## config.mk

```make
export PLATFORM = sky130hd
export DESIGN_NAME = ps2_keycode_tracker
export DESIGN_NICKNAME = d
export VERILOG_FILES = /design/src/rtl/ps2_pkg.sv /design/src/rtl/ps2_rx_frame.sv /design/src/rtl/ps2_keycode_tracker.sv
export SDC_FILE = /design/constraint.sdc
export NUM_CORES = 1
export LEC_CHECK = 0
export CAP_MARGIN = 25
export CORE_UTILIZATION = 41
export CTS_CLUSTER_DIAMETER = 120
export CTS_CLUSTER_SIZE = 28
export DETAILED_ROUTE_END_ITERATION = 8
export PLACE_DENSITY = 0.73
export REMOVE_ABC_BUFFERS = 1
export SLEW_MARGIN = 40
export SYNTH_ARGS = -nofsm -noshare
export SYNTH_HDL_FRONTEND = slang
export SYNTH_SLANG_ARGS = --single-unit
```

## constraint.sdc

```tcl
create_clock -name CLOCK_50 -period 2.48 [get_ports CLOCK_50]
set_input_delay 0.248 -clock CLOCK_50 [delete_from_list [all_inputs] [get_ports CLOCK_50]]
set_output_delay 0.248 -clock CLOCK_50 [all_outputs]
set_load 0.005 [all_outputs]
```

## src/rtl/ps2_pkg.sv

```systemverilog
// Shared PS/2 definitions: prefix bytes, tracked keycodes, FSM state types
// and small byte-classification helpers used by the receiver and decoder.
package ps2_pkg;

    // Protocol prefix bytes
    localparam logic [7:0] PS2_E0 = 8'hE0;
    localparam logic [7:0] PS2_F0 = 8'hF0;

    // Movement / orientation keycodes shared with the pose tracker
    localparam logic [7:0] KEY_W     = 8'h1D;
    localparam logic [7:0] KEY_A     = 8'h1C;
    localparam logic [7:0] KEY_S     = 8'h1B;
    localparam logic [7:0] KEY_D     = 8'h23;
    localparam logic [7:0] KEY_SHIFT = 8'h12;
    localparam logic [7:0] KEY_SPACE = 8'h29;
    localparam logic [7:0] KEY_UP    = 8'h75;
    localparam logic [7:0] KEY_DOWN  = 8'h72;
    localparam logic [7:0] KEY_RIGHT = 8'h74;
    localparam logic [7:0] KEY_LEFT  = 8'h6B;
    localparam logic [7:0] KEY_IN    = 8'h15;
    localparam logic [7:0] KEY_OUT   = 8'h24;

    typedef enum logic [1:0] {
        FR_IDLE   = 2'd0,
        FR_DATA   = 2'd1,
        FR_PARITY = 2'd2,
        FR_STOP   = 2'd3
    } frame_state_t;

    typedef enum logic [1:0] {
        PR_BASE    = 2'd0,
        PR_EXT     = 2'd1,
        PR_BRK     = 2'd2,
        PR_EXT_BRK = 2'd3
    } proto_state_t;

    // Bytes the keyboard sends that never represent a key press
    function automatic logic is_ignored(input logic [7:0] b);
        case (b)
            8'h00, 8'hAA, 8'hE1, 8'hEE, 8'hFA, 8'hFE, 8'hFF: is_ignored = 1'b1;
            default:                                          is_ignored = 1'b0;
        endcase
    endfunction

    // Odd parity across data and parity bit: total count of ones must be odd
    function automatic logic odd_parity_ok(input logic [7:0] d, input logic p);
        odd_parity_ok = ^{d, p};
    endfunction

endpackage

```

## src/rtl/ps2_rx_frame.sv

```systemverilog
// PS/2 frame receiver: synchronises the device lines, detects falling clock
// edges, shifts in start/data/parity/stop and aborts stalled frames.
// byte_valid / byte_err are single-cycle strobes on the decision cycle so the
// top level can register its outputs one cycle after the stop edge.
module ps2_rx_frame
    import ps2_pkg::*;
#(
    parameter int TIMEOUT_CYCLES = 100000,
    parameter int SYNC_STAGES    = 2
) (
    input  logic       CLOCK_50,
    input  logic       reset,
    input  logic       PS2_CLK,
    input  logic       PS2_DAT,
    output logic [7:0] rx_byte,
    output logic       byte_valid,
    output logic       byte_err
);

    localparam int CW = $clog2(TIMEOUT_CYCLES + 1);
    localparam logic [CW-1:0] TO_LAST = CW'(TIMEOUT_CYCLES - 1);
    localparam logic [CW-1:0] CNT_ONE = CW'(1);

    logic [SYNC_STAGES-1:0] clk_sync_r;
    logic [SYNC_STAGES-1:0] dat_sync_r;
    logic                   clk_prev_r;
    frame_state_t           state_r;
    logic [2:0]             bit_cnt_r;
    logic [7:0]             shift_r;
    logic                   parity_r;
    logic [CW-1:0]          count_r;

    logic fall_s;
    logic dat_s;
    logic timeout_s;

    assign fall_s    = clk_prev_r & ~clk_sync_r[SYNC_STAGES-1];
    assign dat_s     = dat_sync_r[SYNC_STAGES-1];
    assign timeout_s = ~fall_s & (count_r == TO_LAST);
    assign rx_byte   = shift_r;

    // Synchronisers, edge history and the frame state machine with timeout
    always_ff @(posedge CLOCK_50 or negedge reset) begin
        if (!reset) begin
            clk_sync_r <= {SYNC_STAGES{1'b0}};
            dat_sync_r <= {SYNC_STAGES{1'b0}};
            clk_prev_r <= 1'b0;
            state_r    <= FR_IDLE;
            bit_cnt_r  <= 3'd0;
            shift_r    <= 8'h00;
            parity_r   <= 1'b0;
            count_r    <= {CW{1'b0}};
        end else begin
            clk_sync_r <= {clk_sync_r[SYNC_STAGES-2:0], PS2_CLK};
            dat_sync_r <= {dat_sync_r[SYNC_STAGES-2:0], PS2_DAT};
            clk_prev_r <= clk_sync_r[SYNC_STAGES-1];
            case (state_r)
                FR_IDLE: begin
                    count_r <= {CW{1'b0}};
                    if (fall_s && !dat_s) begin
                        state_r   <= FR_DATA;
                        bit_cnt_r <= 3'd0;
                    end else begin
                        state_r   <= FR_IDLE;
                    end
                end
                FR_DATA, FR_PARITY, FR_STOP: begin
                    if (fall_s) begin
                        count_r <= {CW{1'b0}};
                        if (state_r == FR_DATA) begin
                            shift_r   <= {dat_s, shift_r[7:1]};
                            bit_cnt_r <= bit_cnt_r + 3'd1;
                            if (bit_cnt_r == 3'd7) begin
                                state_r <= FR_PARITY;
                            end else begin
                                state_r <= FR_DATA;
                            end
                        end else if (state_r == FR_PARITY) begin
                            parity_r <= dat_s;
                            state_r  <= FR_STOP;
                        end else begin
                            state_r  <= FR_IDLE;
                        end
                    end else if (timeout_s) begin
                        count_r <= {CW{1'b0}};
                        state_r <= FR_IDLE;
                    end else begin
                        count_r <= count_r + CNT_ONE;
                    end
                end
                default: begin
                    state_r <= FR_IDLE;
                    count_r <= {CW{1'b0}};
                end
            endcase
        end
    end

    // Decision strobes: good byte at the stop edge, or any framing failure
    always_comb begin
        byte_valid = 1'b0;
        byte_err   = 1'b0;
        case (state_r)
            FR_IDLE: begin
                if (fall_s && dat_s) begin
                    byte_err = 1'b1;
                end else begin
                    byte_err = 1'b0;
                end
            end
            FR_STOP: begin
                if (fall_s) begin
                    if (dat_s && odd_parity_ok(shift_r, parity_r)) begin
                        byte_valid = 1'b1;
                    end else begin
                        byte_err = 1'b1;
                    end
                end else if (timeout_s) begin
                    byte_err = 1'b1;
                end else begin
                    byte_err = 1'b0;
                end
            end
            FR_DATA, FR_PARITY: begin
                if (timeout_s) begin
                    byte_err = 1'b1;
                end else begin
                    byte_err = 1'b0;
                end
            end
            default: begin
                byte_valid = 1'b0;
                byte_err   = 1'b0;
            end
        endcase
    end

endmodule

```

## src/rtl/ps2_keycode_tracker.sv

```systemverilog
// PS/2 keyboard front end for the pose tracker: turns make/break/extended
// byte sequences into a held-level keycode (0x00 when nothing tracked is down).
module ps2_keycode_tracker
    import ps2_pkg::*;
#(
    parameter int TIMEOUT_CYCLES = 100000,
    parameter int SYNC_STAGES    = 2
) (
    input  logic       CLOCK_50,
    input  logic       reset,
    input  logic       PS2_CLK,
    input  logic       PS2_DAT,
    output logic [7:0] keycode,
    output logic       extended,
    output logic [7:0] scan_code,
    output logic       scan_valid,
    output logic       frame_err
);

    logic [7:0]   rx_byte_s;
    logic         byte_valid_s;
    logic         byte_err_s;
    proto_state_t proto_r;

    ps2_rx_frame #(
        .TIMEOUT_CYCLES (TIMEOUT_CYCLES),
        .SYNC_STAGES    (SYNC_STAGES)
    ) u_rx (
        .CLOCK_50   (CLOCK_50),
        .reset      (reset),
        .PS2_CLK    (PS2_CLK),
        .PS2_DAT    (PS2_DAT),
        .rx_byte    (rx_byte_s),
        .byte_valid (byte_valid_s),
        .byte_err   (byte_err_s)
    );

    // Prefix decoder and registered outputs; a framing error drops any prefix
    always_ff @(posedge CLOCK_50 or negedge reset) begin
        if (!reset) begin
            proto_r    <= PR_BASE;
            keycode    <= 8'h00;
            extended   <= 1'b0;
            scan_code  <= 8'h00;
            scan_valid <= 1'b0;
            frame_err  <= 1'b0;
        end else begin
            scan_valid <= byte_valid_s;
            frame_err  <= byte_err_s;
            if (byte_err_s) begin
                proto_r <= PR_BASE;
            end else if (byte_valid_s) begin
                scan_code <= rx_byte_s;
                case (proto_r)
                    PR_BASE: begin
                        if (rx_byte_s == PS2_E0) begin
                            proto_r <= PR_EXT;
                        end else if (rx_byte_s == PS2_F0) begin
                            proto_r <= PR_BRK;
                        end else if (is_ignored(rx_byte_s)) begin
                            proto_r <= PR_BASE;
                        end else begin
                            keycode  <= rx_byte_s;
                            extended <= 1'b0;
                            proto_r  <= PR_BASE;
                        end
                    end
                    PR_EXT: begin
                        if (rx_byte_s == PS2_F0) begin
                            proto_r <= PR_EXT_BRK;
                        end else if (is_ignored(rx_byte_s)) begin
                            proto_r <= PR_BASE;
                        end else begin
                            keycode  <= rx_byte_s;
                            extended <= 1'b1;
                            proto_r  <= PR_BASE;
                        end
                    end
                    PR_BRK: begin
                        if (rx_byte_s == keycode && !extended) begin
                            keycode <= 8'h00;
                        end else begin
                            keycode <= keycode;
                        end
                        proto_r <= PR_BASE;
                    end
                    PR_EXT_BRK: begin
                        if (rx_byte_s == keycode && extended) begin
                            keycode  <= 8'h00;
                            extended <= 1'b0;
                        end else begin
                            keycode  <= keycode;
                        end
                        proto_r <= PR_BASE;
                    end
                    default: begin
                        proto_r <= PR_BASE;
                    end
                endcase
            end else begin
                proto_r <= proto_r;
            end
        end
    end

endmodule

```

==> results_dict.tcl <==
set metrics [dict create \
    overflow 0 \
    synth_xor_area_frac 0.102 \
    wl_per_cell_um 14.1 \
    vias_per_cell 5.34 \
    crit_top_cell "xnor2_1" \
    port_buffers 22 \
    drv_slew 0 \
    synth_enable_flop_cells 0 \
    cp-start-kind "flop" \
    netlist_area_um2 2800 \
    crit_family "simple AND/OR/NAND/NOR gates" \
    synth_top_family_by_area "simple AND/OR/NAND/NOR gates" \
    yosysMostFrequentCell "dfrtp_1" \
    place_congestion 0.760 \
    outcome "finished with violations" \
    setup_viol 0 \
    clock-skew-final_ps 8.38 \
    syn_inst 258 \
    synth_fa_ha_area_frac 0.0357 \
    initial_core_util 0.434 \
    nets 303 \
    drt-initial-drc-count 107 \
    grt_usage 0.164 \
    yosys.area.top_type_share 0.509 \
    synth.largest_area_cell "dfrtp_1" \
    max-cap-violations 0 \
    cts_num_sinks 57 \
    fp-row-count 29 \
    synth_common_cells "57 x dfrtp_1, 27 x nor2_1, 21 x nand2_1" \
    ff2ff_setup_slack_ps 130 \
    first_global_vias 1934 \
    ctsHtreeMaxLevel 3 \
    synthMuxAreaShare 0.0718 \
    synth_ff_type "dfrtp_1" \
    instances_no_fill 373 \
    dp_hpwl_mm 3.68 \
    die_w_um 84.7 \
    tns_ps 0 \
    crit_path_top_delay_cell "or4_1" \
    leakage_nw 1.47 \
    cp.required_ps 2740 \
    ant_nets 0 \
    ys_async_sr_fraction 1.00 \
    yosysWarnings 0 \
    syn_avg_cell_area_um2 10.9 \
    hold_viol_final 0 \
    vdd_drop_max_mv 0.378 \
    rsz0062_at_grt "false" \
    crit_path_end_kind "flop" \
    cp.buffers_inverters 0 \
    cp_max_fo 12 \
    dp.cells 356 \
    clk_latency_ps 340 \
    layout_min_cycle_time_ps 2350 \
    grt_pass1_wl_mm 9.05 \
    holdCritPathClass "flop to flop" \
    cts_setup_buffers 0 \
    slew_headroom 0.498 \
    cts.clk_slew.worst_paths_ps 70 \
    ys_ff_latch 57 \
    cp_slowest_stage_delay_ps 520 \
    vias 1990 \
    cts_root_buffer "clkbuf_8" \
    worstSetupPathType "flop to flop" \
    synth_compound_area_frac 0.0799 \
    failed_checks "design-rule violations" \
    synth.distinct_cells 41 \
    crit_arrival_ps 2610 \
    grt_max_degree 28 \
    drt-total-wl_mm 5.28 \
    io_pins 23 \
    drive_gt1_frac 0.162 \
    core_um2 6460 \
    die-area_um2 7170 \
    synth_area_leaders "dfrtp_1 51%, mux2_2 6.8%, xnor2_1 5.3%" \
    yosys.area_share.simple 0.171 \
    cts_tree "done" \
    antenna_found_initial 0 \
    cts_buffer_depth 2 \
    period_share 0.946 \
    areaGrowthSynthToFinish_pct 19.1 \
    numCtsBuffers 9 \
    seq_area_frac_synth 0.509 \
    worst_slew_pin_slew_ps 747 \
    drcViolationCount 3 \
    path_cells "xnor2_1 -> xnor3_1 -> xnor2_1 -> or3_4 -> or4_1 -> o211ai_1" \
    fp.dieH_um 84.7 \
    max_freq_mhz 426 \
    first_pass_iters 6 \
    powerDensity_nw_per_um2 857 \
    diodes 0 \
]
## worst register-to-register path: stages (launching register included)
cell and delay (ps):
dfrtp_1 400, xnor2_1 230, xnor3_1 360, xnor2_1 180, or3_4 490, or4_1 520, o211ai_1 90
## flip-flops by register name, summed over array words and instances, names as in the netlist, 2 cells and up
| name | flops |
|---|---|
| keycode | 8 |
| u_rx.count_r | 17 |
| u_rx.rx_byte | 8 |
| u_rx.clk_sync_r | 2 |
| scan_code | 8 |
| u_rx.dat_sync_r | 2 |
| u_rx.state_r | 2 |
| u_rx.bit_cnt_r | 3 |
| proto_r | 2 |
## cells by family after synthesis
group | count (synthesis)
DFF | 57
xor gates and xnor gates | 31
buffers and inverters | 18
adders and majority gates | 8
muxes | 18
and+or+nand+nor | 94
AOI/OAI and AO/OA | 32
## cell usage in the layout, fill, tap and decap left out, drive strengths merged, types with 2 or more instances in the layout
cell type,instances
a31oi,4
nand2,21
ha,8
xnor2,17
nand3,12
mux2,17
nor3,6
a22o,9
and4,2
nand4,4
a21oi,7
nor2b,4
o21ai,6
nor4,2
xor2,13
inv,5
clkinv,3
buf,13
dfrtp,57
and4b,2
and3,3
nand2b,3
clkbuf,11
nor2,27
clkdlybuf4s50,21
o211ai,2
## worst paths after layout
check,startpoint,endpoint,cells past startpoint
setup / recovery,u_rx.rx_byte[6]$_DFFE_PN0P_,extended$_DFFE_PN0P_,6
hold / removal,u_rx.clk_sync_r[0]$_DFF_PN0_,u_rx.clk_sync_r[1]$_DFF_PN0_,0
setup reg to reg,u_rx.rx_byte[6]$_DFFE_PN0P_,extended$_DFFE_PN0P_,6
hold reg to reg,u_rx.clk_sync_r[0]$_DFF_PN0_,u_rx.clk_sync_r[1]$_DFF_PN0_,0
max in group asynchronous,reset,u_rx.count_r[9]$_DFF_PN0_,3
min in group asynchronous,reset,extended$_DFFE_PN0P_,2
## layout make-up
type / count / area [µm²]
Multi-Input combinational cell: 183 / 1300
Sequential cell: 57 / 1430
Tap cell: 77 / 96.3
Fill cell: 581 / 3120
Clock inverter: 5 / 56.3
Inverter: 5 / 18.8
Clock buffer: 11 / 131
Timing Repair Buffer: 35 / 315
## what timing repair did
item | in CTS | in global routing
hold endpoints to repair | 25 | 0
gates resized for setup | 0 | 1
hold buffers | 1 | 0
endpoints found under the setup margin | 0 | 8
## where the power goes
group / switching (mW) / internal (mW)
Clock: 0.371 / 0.462
Sequential: 0.0842 / 1.03
Combinational: 0.484 / 0.429
## layer usage
layer,global-route usage,up-vias,part of all wire
met4,0.0478,0,0.010
met1,0.197,992,0.46
met3,0.0610,4,0.037
li1,-,956,-
met2,0.275,38,0.49
met5,0,-,0
## metrics by stage
stage / power, mW / util / hold WS (ps) / instance area, µm² / setup WS [ps]
finish: 2.86 / 0.517 / 348 / 3340 / 134
global route: 3.04 / 0.517 / 337 / 3340 / 17.1
CTS: 2.90 / 0.516 / 329 / 3330 / 90.9
detailed placement: 2.04 / 0.486 / 296 / 3140 / 105
global placement: 2.01 / 0.486 / 280 / 3140 / 189
floorplan: 1.75 / - / -47.6 / 2740 / 172
Note: power is estimated with default switching activity, not from simulation.
